### config.mk
export PLATFORM = sky130hd
export DESIGN_NAME = dst_hazard_pipe
export DESIGN_NICKNAME = d
export VERILOG_FILES = /design/src/rtl/dst_hazard_pipe.sv
export SDC_FILE = /design/constraint.sdc
export NUM_CORES = 1
export LEC_CHECK = 0
export CORE_ASPECT_RATIO = 0.75
export CORE_MARGIN = 2
export CORE_UTILIZATION = 40
export CTS_BUF_LIST = sky130_fd_sc_hd__clkbuf_4 sky130_fd_sc_hd__clkbuf_8
export CTS_CLUSTER_SIZE = 10
export DETAILED_ROUTE_END_ITERATION = 8
export GPL_TIMING_DRIVEN = 0
export PLACE_DENSITY = 0.77
export SLEW_MARGIN = 10
export SYNTH_ARGS = -nofsm -noshare
export SYNTH_HDL_FRONTEND = slang
export SYNTH_SLANG_ARGS = --single-unit
### constraint.sdc
create_clock -name clk -period 1.7 [get_ports clk]
set_clock_uncertainty 0.05 [all_clocks]
set_input_delay 0.17 -clock clk [delete_from_list [all_inputs] [get_ports clk]]
set_output_delay 0.17 -clock clk [all_outputs]
set_load 0.05 [all_outputs]
### src/rtl/dst_hazard_pipe.sv
`default_nettype none
// ============================================================================
//  Module   : dst_hazard_pipe
//  Purpose  : Carries destination register, write-enable and Tnew through the
//             E, M and W pipeline registers of a 5-stage MIPS pipeline, and
//             derives the D-stage stall request and rs/rt forwarding selects
//             from that in-flight state.
//  Revision : 1.0  initial release
// ============================================================================
module dst_hazard_pipe #(
    parameter int REG_W  = 5,
    parameter int TNEW_W = 2
) (
    input  logic              clk,
    input  logic              reset,       // synchronous, active low
    input  logic [REG_W-1:0]  d_dst,
    input  logic              d_regwrite,
    input  logic [TNEW_W-1:0] d_tnew,
    input  logic [REG_W-1:0]  d_rs,
    input  logic [REG_W-1:0]  d_rt,
    input  logic [TNEW_W-1:0] d_tuse_rs,
    input  logic [TNEW_W-1:0] d_tuse_rt,
    output logic              stall,
    output logic [1:0]        fwd_rs_sel,
    output logic [1:0]        fwd_rt_sel,
    output logic [REG_W-1:0]  e_dst,
    output logic [REG_W-1:0]  m_dst,
    output logic [REG_W-1:0]  w_dst,
    output logic              e_regwrite,
    output logic              m_regwrite,
    output logic              w_regwrite,
    output logic [TNEW_W-1:0] e_tnew,
    output logic [TNEW_W-1:0] m_tnew
);

    localparam logic [1:0]        c_FWD_RF  = 2'd0;
    localparam logic [1:0]        c_FWD_E   = 2'd1;
    localparam logic [1:0]        c_FWD_M   = 2'd2;
    localparam logic [1:0]        c_FWD_W   = 2'd3;
    localparam logic [TNEW_W-1:0] c_TNEW_0  = '0;
    localparam logic [TNEW_W-1:0] c_TNEW_1  = TNEW_W'(1);
    localparam logic [REG_W-1:0]  c_REG_0   = '0;

    // Pipeline stage state
    logic [REG_W-1:0]  r_e_dst,  r_m_dst,  r_w_dst;
    logic              r_e_we,   r_m_we,   r_w_we;
    logic [TNEW_W-1:0] r_e_tnew, r_m_tnew;

    // Stage-match terms against the D-stage sources
    logic w_e_rs, w_m_rs, w_w_rs;
    logic w_e_rt, w_m_rt, w_w_rt;
    logic w_stall;
    logic [1:0] w_fwd_rs, w_fwd_rt;
    logic [TNEW_W-1:0] w_e_tnew_dec;

    assign w_e_rs = r_e_we && (r_e_dst == d_rs);
    assign w_m_rs = r_m_we && (r_m_dst == d_rs);
    assign w_w_rs = r_w_we && (r_w_dst == d_rs);
    assign w_e_rt = r_e_we && (r_e_dst == d_rt);
    assign w_m_rt = r_m_we && (r_m_dst == d_rt);
    assign w_w_rt = r_w_we && (r_w_dst == d_rt);

    // Saturating decrement of Tnew as the instruction moves from E to M
    assign w_e_tnew_dec = (r_e_tnew != c_TNEW_0) ? (r_e_tnew - c_TNEW_1) : c_TNEW_0;

    // Stall when a producer in E or M cannot deliver before the source is used;
    // W always has Tnew 0, so it never contributes.
    always_comb begin
        w_stall = 1'b0;
        if (w_e_rs && (r_e_tnew > d_tuse_rs)) w_stall = 1'b1;
        if (w_m_rs && (r_m_tnew > d_tuse_rs)) w_stall = 1'b1;
        if (w_e_rt && (r_e_tnew > d_tuse_rt)) w_stall = 1'b1;
        if (w_m_rt && (r_m_tnew > d_tuse_rt)) w_stall = 1'b1;
    end

    // rs forwarding: youngest matching producer wins; a younger match that is
    // not ready yet falls back to the regfile rather than an older stale value.
    always_comb begin
        w_fwd_rs = c_FWD_RF;
        if (w_e_rs) begin
            w_fwd_rs = (r_e_tnew == c_TNEW_0) ? c_FWD_E : c_FWD_RF;
        end else if (w_m_rs) begin
            w_fwd_rs = (r_m_tnew == c_TNEW_0) ? c_FWD_M : c_FWD_RF;
        end else if (w_w_rs) begin
            w_fwd_rs = c_FWD_W;
        end
    end

    // rt forwarding with the same priority rules as rs
    always_comb begin
        w_fwd_rt = c_FWD_RF;
        if (w_e_rt) begin
            w_fwd_rt = (r_e_tnew == c_TNEW_0) ? c_FWD_E : c_FWD_RF;
        end else if (w_m_rt) begin
            w_fwd_rt = (r_m_tnew == c_TNEW_0) ? c_FWD_M : c_FWD_RF;
        end else if (w_w_rt) begin
            w_fwd_rt = c_FWD_W;
        end
    end

    // Advance E/M/W every cycle; a stall only replaces the E entry with a bubble.
    // Write-enable is dropped for $0 so it never matches a source.
    always_ff @(posedge clk) begin
        if (!reset) begin
            r_e_dst  <= '0;
            r_e_we   <= 1'b0;
            r_e_tnew <= '0;
            r_m_dst  <= '0;
            r_m_we   <= 1'b0;
            r_m_tnew <= '0;
            r_w_dst  <= '0;
            r_w_we   <= 1'b0;
        end else begin
            if (w_stall) begin
                r_e_dst  <= '0;
                r_e_we   <= 1'b0;
                r_e_tnew <= '0;
            end else begin
                r_e_dst  <= d_dst;
                r_e_we   <= d_regwrite && (d_dst != c_REG_0);
                r_e_tnew <= d_tnew;
            end
            r_m_dst  <= r_e_dst;
            r_m_we   <= r_e_we && (r_e_dst != c_REG_0);
            r_m_tnew <= w_e_tnew_dec;
            r_w_dst  <= r_m_dst;
            r_w_we   <= r_m_we && (r_m_dst != c_REG_0);
        end
    end

    assign stall      = w_stall;
    assign fwd_rs_sel = w_fwd_rs;
    assign fwd_rt_sel = w_fwd_rt;
    assign e_dst      = r_e_dst;
    assign m_dst      = r_m_dst;
    assign w_dst      = r_w_dst;
    assign e_regwrite = r_e_we;
    assign m_regwrite = r_m_we;
    assign w_regwrite = r_w_we;
    assign e_tnew     = r_e_tnew;
    assign m_tnew     = r_m_tnew;

endmodule
`default_nettype wire

; Word-level counts from Yosys, hierarchy flattened
; Index checks and enable logic that the tools add are counted.
[op_classes]
n_addsub = 1
order_cmp = 4
n_eq_ne = 6
n_mux = 12
n_bitwise = 1
reduce_logical = 21
[op_table]
columns = cell, n
row1 = 5-bit == test, 6
row2 = 5-bit nonzero test, 3
row3 = 2-bit two-way mux, 7
row4 = 1-bit logical AND, 13
row5 = 2-bit greater-than comparator, 4
row6 = 1-bit two-way mux, 5
row7 = 2-bit zero test, 2
row8 = 2-bit AND reduction, 1
row9 = 2-bit nonzero test, 1
row10 = 2-bit OR reduction, 1
row11 = 2-bit by 1-bit subtractor with 2-bit output (second input constant), 1
row12 = 1-bit NOT, 1
[word_totals]
reg_bits = 22
inputBits = 24

; Longest topological paths before layout
[depth]
depth_word = 8
depth_mapped = 8

; Least setup slack after synthesis
; OpenSTA, ideal clock, no wires.
[synth_timing]
kind = reg-to-output
startpoint = register r_m_tnew[1], in the netlist m_tnew[1]
endpoint = output port stall
arrival_ns = 2.102
required_ns = 1.480
setup_slack_ns = -0.622
stages_incl_launch_ff = 6
path_buffers = 1
cell_sequence = dfxtp_1 -> ha_1 -> a2111oi_1 -> a221o_1 -> buf_6 -> nand2b_1
[synth_between]
elab_chain_cells = 5
elab_cells_between_ends = 7
classes_between = 2 x order compare / 3 x mux / 2 x reduce/logical
[synth_lines]
columns = item, line_no
row1 = from (decl), 47  ; logic [TNEW_W-1:0] r_e_tnew, r_m_tnew;
row2 = from (signal assigned), 125  ; r_m_tnew <= w_e_tnew_dec;
row3 = 2-bit greater-than comparator, 71  ; if (w_m_rs && (r_m_tnew > d_tuse_rs)) w_stall = 1'b1;
row4 = 1-bit logical AND, 71
row5 = 1-bit two-way mux, 71
row6 = 1-bit two-way mux, 72  ; if (w_e_rt && (r_e_tnew > d_tuse_rt)) w_stall = 1'b1;
row7 = 1-bit two-way mux *, 73  ; if (w_m_rt && (r_m_tnew > d_tuse_rt)) w_stall = 1'b1;
row8 = to (decl), 23  ; output logic stall,
; Mark *: on every way between the ends. The rest lies on a longest branch, timed or not.

; Worst setup path in the final report
[layout_timing]
startpoint = register r_m_dst[4], in the netlist m_dst[4]
endpoint = output port stall
[layout_between]
elab_chain_cells = 6
elab_cells_between_ends = 9
classes_between = 2 x eq/ne / 3 x mux / 4 x reduce/logical
[layout_lines]
columns = item, line_no
row1 = from (decl), 45  ; logic [REG_W-1:0] r_e_dst, r_m_dst, r_w_dst;
row2 = from (signal assigned), 123  ; r_m_dst <= r_e_dst;
row3 = 5-bit == test, 57  ; assign w_m_rs = r_m_we && (r_m_dst == d_rs);
row4 = 1-bit logical AND, 57
row5 = 1-bit logical AND, 71
row6 = 1-bit two-way mux, 71
row7 = 1-bit two-way mux, 72
row8 = 1-bit two-way mux *, 73
; Marked as above.

==> flow_summary.json <==
{
  "result_of_the_run": "finished with violations",
  "violations": "negative setup slack",
  "dieWidth_microns": 70.3,
  "yosys.area_share.xor_xnor_pct": 19.9,
  "vdd_ir_drop_max_mv": 0.388,
  "global_route_wire_length_before_repair_microns": 5910,
  "post_route_cells_drive_above_1_share_pct": 43.1,
  "hold_buffers": 0,
  "cp.required_ns": 1.48,
  "setup_repair_after_global_routing_missed_its_margin": "true",
  "synthAdderAreaFrac_pct": 8.55,
  "n_antenna_cell": 0,
  "rows": 18,
  "htree_num_levels": 1,
  "syn-mean-instance-area_sq_um": 9.48,
  "cp_num_buf_inv": 2,
  "gr-usage-all-layers_pct": 20.7,
  "final-max-slew-violation-count": 0,
  "worst_ep_arrival_time_ns": 1.81,
  "worst_setup_path_end_kind": "output port",
  "clock_latency_ns": 0.26,
  "start_kind": "flop",
  "synth_seq_cells": 22,
  "place.port_buffers": 50,
  "mappedNetlistArea_sq_mm": 0.00132,
  "path_clk_slew_ns": 0.08,
  "largest_family_of_logic_cells_by_synthesized_area": "simple AND/OR/NAND/NOR gates",
  "die-area_sq_mm": 0.00377,
  "io_pins": 51,
  "fmax_ghz": 0.492,
  "slew-limit-headroom_pct": 65.1,
  "first_global_vias": 1211,
  "detail_route.wl_per_cell_microns": 16.5,
  "initial_core_util_pct": 40.9,
  "finalSetupViolCount": 13,
  "tritoncts.num_buffers": 3,
  "synth_simple_gate_area_share_pct": 25.6,
  "antenna_violations_before_repair": 0,
  "p_leak_nw": 1.10,
  "cts_root_buf": "sky130_fd_sc_hd__clkbuf_8",
  "slowest_stage": "sky130_fd_sc_hd__dfxtp_4",
  "crit_family": "simple AND/OR/NAND/NOR gates",
  "p_r_area_growth_vs_syn_pct": 78.3,
  "hp-class": "reg2reg",
  "max_slew.worst_pin.slew_ns": 0.522,
  "finalSetupTns_ns": -3.01,
  "synth_sequential_area_ratio_pct": 33.4,
  "muxShareOfSynthArea_pct": 1.52,
  "die_height_microns": 53.7,
  "tritoncts": "done",
  "routed_antenna_nets": 0,
  "final_cells": 242,
  "final_core_utilization_pct": 72.9,
  "gp_routability_congestion": 0.849,
  "mappedNetlistNets": 172,
  "synth_cell_type_count": 27,
  "syn-instance-count": 139,
  "drtPass1Iterations": 4,
  "route.detailed.drc": 0,
  "timing.final.ws_setup_ns": -0.333,
  "critPathMaxFanout": 3,
  "report.final.hold_viol_count": 0,
  "globalRouteOverflowTotal": 0,
  "vias_per_cell": 5.16,
  "postRouteWirelength_microns": 4000,
  "synth_warnings": 0,
  "final_min_period_over_clock_period_pct": 120,
  "grt_max_degree": 14,
  "detailedRoute.firstIterationViolations": 65,
  "finalNetCount": 236,
  "layout.filler_cells": 216,
  "clockBufferDepth": 2,
  "max_stage_delay_ns": 0.37,
  "crit_chain": "xnor2_2 > nand4_1 > nor3_4 > o211ai_1 > buf_4 > nand2b_4 > buf_8",
  "core_region_area_sq_mm": 0.00322,
  "clock_sinks": 22,
  "maxCapViolations": 0,
  "critPathKind": "reg2out",
  "dpl.cell_count": 229,
  "dr_total_vias": 1248,
  "dpl_hpwl_microns": 2790,
  "cellPowerDensity_mw_per_mm2": 622,
  "synth_compound_area_share_pct": 7.22,
  "finalWorstPathRequiredPeriod_ns": 2.03
}
## through the flow
step | power (mW) | hold WS, ns | worst slack [ns] | area, sq um
6_report | 1.46 | 0.373 | -0.333 | 2350
5_1_grt | 1.51 | 0.401 | -0.389 | 2350
4_1_cts | 1.44 | 0.376 | -0.337 | 2240
3_5_place_dp | 0.925 | 0.356 | -1.32 | 1970
3_3_place_gp | 0.915 | 0.358 | -1.26 | 1970
2_1_floorplan | 0.778 | 0.252 | -0.0787 | 1420
## logic make-up (layout without fill, tap and decap cells)
group,after synthesis,count (layout)
buffers and inverters,11,74
adder cells (fa/ha/maj),9,9
XOR/XNOR,30,30
AO/OA/AOI/OAI,13,13
flip-flops,22,22
multiplexers,2,2
AND/OR/NAND/NOR,52,52
## what timing repair did
item | in CTS | in global routing
setup buffers | 7 | 3
pin swaps | 21 | 11
gates resized for setup | 76 | 23
endpoints found under the setup margin | 15 | 18
## Yosys cell counts (all sizes together)
master,instances,area (sq um)
nor3,3,15.0
o211ai,2,15.0
or3,2,12.5
xnor2,16,140
or4,1,7.51
xor2,14,123
nor4,2,12.5
inv,8,30.0
a21oi,5,25.0
nor2b,1,6.26
clkbuf,2,7.51
nor2,6,22.5
buf,1,11.3
dfxtp,22,440
and3,2,12.5
ha,9,113
a2111oi,1,10.0
a221o,1,10.0
and2,10,62.6
nand2,9,33.8
a21o,2,15.0
o311a,2,20.0
nand2b,2,12.5
nor3b,10,115
nand4,4,25.0
mux2i,2,20.0
## layout make-up
| class | count | area [sq um] | share of cell area, % |
|---|---|---|---|
| plain buffers | 2 | 7.51 | 0.320 |
| well taps | 40 | 50.0 | 2.13 |
| flip-flops and latches | 22 | 497 | 21.2 |
| repair buffers | 60 | 602 | 25.6 |
| clock buffers | 3 | 41.3 | 1.76 |
| clock inverters | 1 | 30.0 | 1.28 |
| multi-input cells | 106 | 1090 | 46.5 |
| inverters | 8 | 30.0 | 1.28 |
## metal layers
layer	vias up	wire length [microns]	part of all wire [%]	track usage, %
met5	-	0	0	0
met1	602	1760	44	27.1
li1	598	-	-	-
met3	6	214	5.4	3.56
met2	42	1960	49	35.7
met4	0	64	1.6	6.09
## state kept, by name, indices dropped and copies added (netlist names)
| signal | cells |
|---|---|
| e_dst | 5 |
| m_tnew | 2 |
| m_dst | 5 |
| w_dst | 5 |
| e_regwrite | 1 |
| e_tnew | 2 |
| w_regwrite | 1 |
| m_regwrite | 1 |
## worst register-to-register path, stage by stage, from the launching register on
cell                       delay (ns)
sky130_fd_sc_hd__dfxtp_4         0.37
sky130_fd_sc_hd__xnor2_2         0.18
sky130_fd_sc_hd__nand4_1         0.21
sky130_fd_sc_hd__nor3_4          0.28
sky130_fd_sc_hd__o211ai_1        0.13
sky130_fd_sc_hd__buf_4           0.17
sky130_fd_sc_hd__buf_4           0.13
sky130_fd_sc_hd__buf_6           0.12
sky130_fd_sc_hd__nor3b_2         0.14
## path summary, 6_finish.rpt
kind                            startpoint  cells after the start          to  slack, ns
worst min-delay path             e_tnew[0]                      1   m_tnew[0]       0.37
worst max-delay path              m_dst[4]                      7       stall      -0.33
worst max register to register    m_dst[4]                      8  e_regwrite      -0.19
worst min register to register   e_tnew[0]                      1   m_tnew[0]       0.37
## power breakdown
| part | switching, mW | total, mW | leakage, nW | internal [mW] |
|---|---|---|---|---|
| clock network | 0.166 | 0.481 | 0.0357 | 0.314 |
| logic | 0.226 | 0.409 | 0.870 | 0.183 |
| registers | 0.0387 | 0.571 | 0.192 | 0.532 |
| total | 0.431 | 1.46 | 1.10 | 1.03 |
## cells in the final DEF, fill, tap and decap left out, drive strengths merged, types with 3 or more instances in the layout
cell type and n:
clkdlybuf4s50 22, dfxtp 22, xnor2 16, dlygate4sd2 15
buf 15, xor2 14, and2 10, nor3b 10
nand2 9, ha 9, dlymetal6s2s 8, inv 8
nor2 6, clkbuf 5, a21oi 5, nand4 4
nor3 3
Power figures use the tool's default switching activity.
==> RTL change 1: new RTL, same settings <==
Set the localparam `c_REG_0` to 1 (it was '0).
--- a/src/rtl/dst_hazard_pipe.sv
+++ b/src/rtl/dst_hazard_pipe.sv
@@ -39,7 +39,7 @@
     localparam logic [1:0]        c_FWD_W   = 2'd3;
     localparam logic [TNEW_W-1:0] c_TNEW_0  = '0;
     localparam logic [TNEW_W-1:0] c_TNEW_1  = TNEW_W'(1);
-    localparam logic [REG_W-1:0]  c_REG_0   = '0;
+    localparam logic [REG_W-1:0]  c_REG_0   = 1;
 
     // Pipeline stage state
     logic [REG_W-1:0]  r_e_dst,  r_m_dst,  r_w_dst;
Formal check against the unedited RTL: not equivalent (a bounded check fails within 4 cycles, from zero or initial values and one cycle with reset low).
==> RTL change 1 against the original RTL <==
The flow still finishes with violations (setup timing); synthesized cell count unchanged; sequential cell count unchanged; first-iteration DRC count down 48%; cell area up 3.0%; via count up 5.3%; setup slack worse by 100 ps; non-clock buffer count up 7; routed wire length up 12%; area after synthesis up 1.6%; register-to-register slack better by 50 ps; total power up 1.3%; critical path type unchanged.
==> RTL change 1: results (changes against the original RTL) <==
- Min setup slack post-route: -436 ps (-103 ps)
- Layout cells sized above 1: 0.459 (+0.0286)
- NonClk Buf Share: 0.276 (+0.0167)
- Failing checks: setup timing
- Maximum vdd ir drop: 0.000530 V (+37%)
- Hold/Removal Path Class: in -> reg
- Placer congestion estimate: 0.830 (-2.2%)
- Average cell area after synthesis: 9.63 um^2 (+1.6%)
- Drt total wl: 4.48 mm (+12%)
- Maximum fanout along the worst path: 5 (+2)
- Setup_tns: -2880 ps (+128 ps)
- Post-route insts no fill: 249 (+2.9%)
- Detailed Place HPWL: 2.87 mm (+2.9%)
- Top delay family on crit path: compound AO/OA/AOI/OAI gates
- Fillers: 207 (-4.2%)
- Least-Margin Pin Slew: 555 ps (+32.9 ps)
- Sequential area share after synthesis: 0.329 (-0.00531)
- Vias per inst: 5.28 (+2.3%)
- Nets: 243 (+3.0%)
- Final setup vio count: 13 (unchanged)
- LEAKAGE: 1.18 nW (+7.3%)
- FF-to-FF path depth: 7 (-1)
- Hold depth: 3 (+2)
- Status: complete, but fails checks
- Vias in the first global route: 1334 (+10%)
- Top post-synthesis cells by count: dfxtp_1, xnor2_1, xor2_1, and2_1
- Multi-input gates: 106 (unchanged)
- Register area: 499 um^2 (+0.50%)
- Count of different cell masters after synthesis: 30 (+11%)
- Nonclk buf count: 69 (+11%)
- Multi-input gate area: 1100 um^2 (+0.69%)
- Top cells by area, synth: dfxtp_1, xnor2_1, xor2_1
- First-pass GRT wire length: 6.56 mm (+11%)
- Clock-cell share: 0.0295 (-0.000895)
-- RTL change 1: metal layers --
metal | vias up | part of all wire | global-route usage
met2 | 57 | 0.47 | 0.408
met4 | 0 | 0.041 | 0.0786
li1 | 615 | - | -
met1 | 621 | 0.42 | 0.286
met5 | - | 0 | 0
met3 | 21 | 0.062 | 0.0393
-- RTL change 1: path summary, 6_finish.rpt --
| check | startpoint | end | slack, ps |
|---|---|---|---|
| max reg2reg | m_dst[2] | e_regwrite | -140 |
| min | d_tnew[0] | e_tnew[0] | 400 |
| min reg2reg | m_regwrite | w_regwrite | 450 |
| max | m_dst[2] | stall | -440 |
-- RTL change 1: cell families (layout without fill, tap and decap cells) --
kind of cell             count (synthesis)  after routing  share of synthesized area
flip-flops                              22             22                      0.329
AO/OA/AOI/OAI                           13             13                     0.0710
XOR/XNOR                                30             30                      0.202
multiplexers                             2              2                     0.0150
AND/OR/NAND/NOR                         52             52                      0.262
adder cells (fa/ha/maj)                  9              9                     0.0841
buffers and inverters                   11             81                     0.0374
-- RTL change 1: repair_timing --
action / 4_1_cts / 5_1_grt
buffers inserted: 16 / 3
endpoints found under the hold margin: 0 / 0
resized for setup: 89 / 24
hold buffers: 0 / 0
pin swaps: 31 / 13
setup endpoints to repair: 15 / 21
-- RTL change 1: through the flow --
step                utilization  worst slack, ps  instance area [um^2]
floorplan                     -            -78.6                  1440
global placement          0.613            -1240                  1990
detailed placement        0.613            -1270                  1990
CTS                       0.721             -360                  2340
global route              0.746             -515                  2420
finish                    0.746             -436                  2420
-- RTL change 1: report_power, final --
part | switching, mW | internal, mW | leakage, nW | total (mW)
registers | 0.0384 | 0.531 | 0.193 | 0.570
logic | 0.234 | 0.192 | 0.950 | 0.426
clock network | 0.169 | 0.314 | 0.0357 | 0.483
==> RTL change 2: new RTL, same flow settings <==
Made on the original files. Reset style: asynchronous (`reset`), changed in one clocked block.
--- a/src/rtl/dst_hazard_pipe.sv
+++ b/src/rtl/dst_hazard_pipe.sv
@@ -100,7 +100,7 @@
 
     // Advance E/M/W every cycle; a stall only replaces the E entry with a bubble.
     // Write-enable is dropped for $0 so it never matches a source.
-    always_ff @(posedge clk) begin
+    always_ff @(posedge clk or negedge reset) begin
         if (!reset) begin
             r_e_dst  <= '0;
             r_e_we   <= 1'b0;
Function: differs if reset is asserted again (counterexample within 4 cycles, from zero or initial values and one cycle with reset low); with reset held inactive, the same outputs for 10 cycles.
==> RTL change 2 against the original RTL <==
The run still ends with setup timing left; sequential power increased by 8.9%; sequential share of layout area increased by 4.2 points; critical path depth down 1; cell area down 3.6%; sequential cell count unchanged; die area down 2.3%; routed wire length decreased by 4.7%; total power increased by 6.8%; area after synthesis decreased by 2.5%; setup slack lost 46 ps; critical endpoint is now fwd_rt_sel[0]; largest power group unchanged; highest routed layer unchanged.
==> RTL change 2: results (changes against the original RTL) <==
- Worst Setup SP: w_dst[3]
- Final setup vio count: 13 (unchanged)
- Top post-synthesis cells by count: dfrtp_1, xnor2_1, inv_1
- Critical Path AT: 1860 ps (+50 ps)
- Vias per inst: 5.09 (-1.2%)
- Slowest CP cell: dfrtp_2
- Met3 wire len: 182 um (-15%)
- CP Capture Point: fwd_rt_sel[0]
- Compound-Gate Fraction of Synth Area: 0.0798 (+0.00767)
- Reg2Reg Setup Slack: -70 ps (+120 ps)
- Hold/Removal Path Class: in -> async
- CTS Buf Count: 3 (unchanged)
- Drt total wl: 3.81 mm (-4.7%)
- Failing checks: setup timing
- Top cells by area, synth: dfrtp_1, xnor2_1, ha_1
- Min setup slack post-route: -379 ps (-46.4 ps)
- First DRT Iteration DRCs: 23 (-65%)
- Internal power of the cells: 1.02 mW (-1.2%)
- Pin count of the biggest net entering global routing: 23 (+9)
- DP Area: 1930 um^2 (-2.3%)
- Mapped Area: 1280 um^2 (-2.5%)
- Maximum vdd ir drop: 0.000658 V (+70%)
- LEAKAGE: 0.939 nW (-14%)
- Place WS: -1120 ps (+206 ps)
- Vias in the first global route: 1196 (-1.2%)
- Root buf cell: clkbuf_8
- Routed length on met1: 1.69 mm (-4.1%)
- Comb pwr share: 0.373 (+0.093)
- Flop pwr share: 0.399 (+0.008)
- Asr flop ratio synth: 1.00 (+1.00)
- Layout cells sized above 1: 0.438 (+0.00714)
- Clock Tree Buf Depth: 2 (unchanged)
- Nets: 218 (-7.6%)
- GRT Util Overall: 0.219 (+0.0126)
- Count of different cell masters after synthesis: 26 (-3.7%)
- XOR/XNOR Fraction of Synth Area: 0.204 (+0.00505)
- Met2 WL: 1.85 mm (-5.8%)
- Setup_tns: -2130 ps (+885 ps)
- Fillers: 202 (-6.5%)
- NetSw: 0.542 mW (+26%)
- Syn_nets: 151 (-12%)
- Worst r2r dst: e_regwrite
- FF-to-FF path depth: 6 (-2)
- First-pass GRT wire length: 6.06 mm (+2.5%)
- Post-synthesis mux area share: 0.0156 (+0.000385)
- Synth Area in Adders: 0.0779 (-0.00757)
- Sequential area share after synthesis: 0.428 (+0.0941)
- Status: complete, but fails checks
- Placer congestion estimate: 0.890 (+4.8%)
- Detailed Place HPWL: 2.76 mm (-0.93%)
- FF-to-FF Start: e_tnew[1]
- Max incr delay on CP: 440 ps (+70 ps)
- Least-Margin Pin Slew: 924 ps (+402 ps)
[RTL change 2: critical path, delay by kind of cell (launching register included)]
family	cells	cell delay [ps]
AO/OA/AOI/OAI	1	110
XOR/XNOR	1	170
buffers and inverters	1	140
flip-flops	1	440
AND/OR/NAND/NOR	3	740
[RTL change 2: worst min-delay path by stage]
| stage | from | to | slack (ps) | cells after the start |
|---|---|---|---|---|
| after floorplan | reset | e_dst[0] | -180 | 0 |
| after global placement | e_dst[2] | m_dst[2] | 390 | 0 |
| after detailed placement | m_dst[1] | w_dst[1] | 400 | 0 |
| after CTS | reset | m_dst[4] | 400 | 1 |
| after global routing | d_regwrite | e_regwrite | 420 | 2 |
| final | reset | m_dst[4] | 380 | 1 |
[RTL change 2: timing repair]
action	in CTS	in global routing
setup buffers	10	2
pin swaps	17	9
resized for setup	96	9
cloned	0	0
setup endpoints to repair	28	16
[RTL change 2: cells by family after synthesis]
group | count (synthesis)
AOI/OAI and AO/OA | 13
xor gates and xnor gates | 30
adders and majority gates | 8
buffers and inverters | 9
DFF | 22
muxes | 2
and+or+nand+nor | 35
[RTL change 2: layout make-up]
class                   instances  area [um^2]  share of cell area
inverters                       9         33.8              0.0149
well taps                      38         47.5              0.0210
clock buffers                   4         55.1              0.0243
repair buffers                 62          586               0.259
multi-input cells              88          968               0.428
flip-flops and latches         22          573               0.253
[RTL change 2: metrics by stage]
stage,hold WS [ps],cells
finish,380,223
global route,424,223
CTS,405,221
detailed placement,403,207
global placement,395,207
floorplan,-176,119
[RTL change 2: per-layer routing]
layer,global-route usage,up-vias
met3,0.0229,12
met2,0.383,35
met1,0.287,549
met4,0.0817,0
li1,-,540
met5,0,-
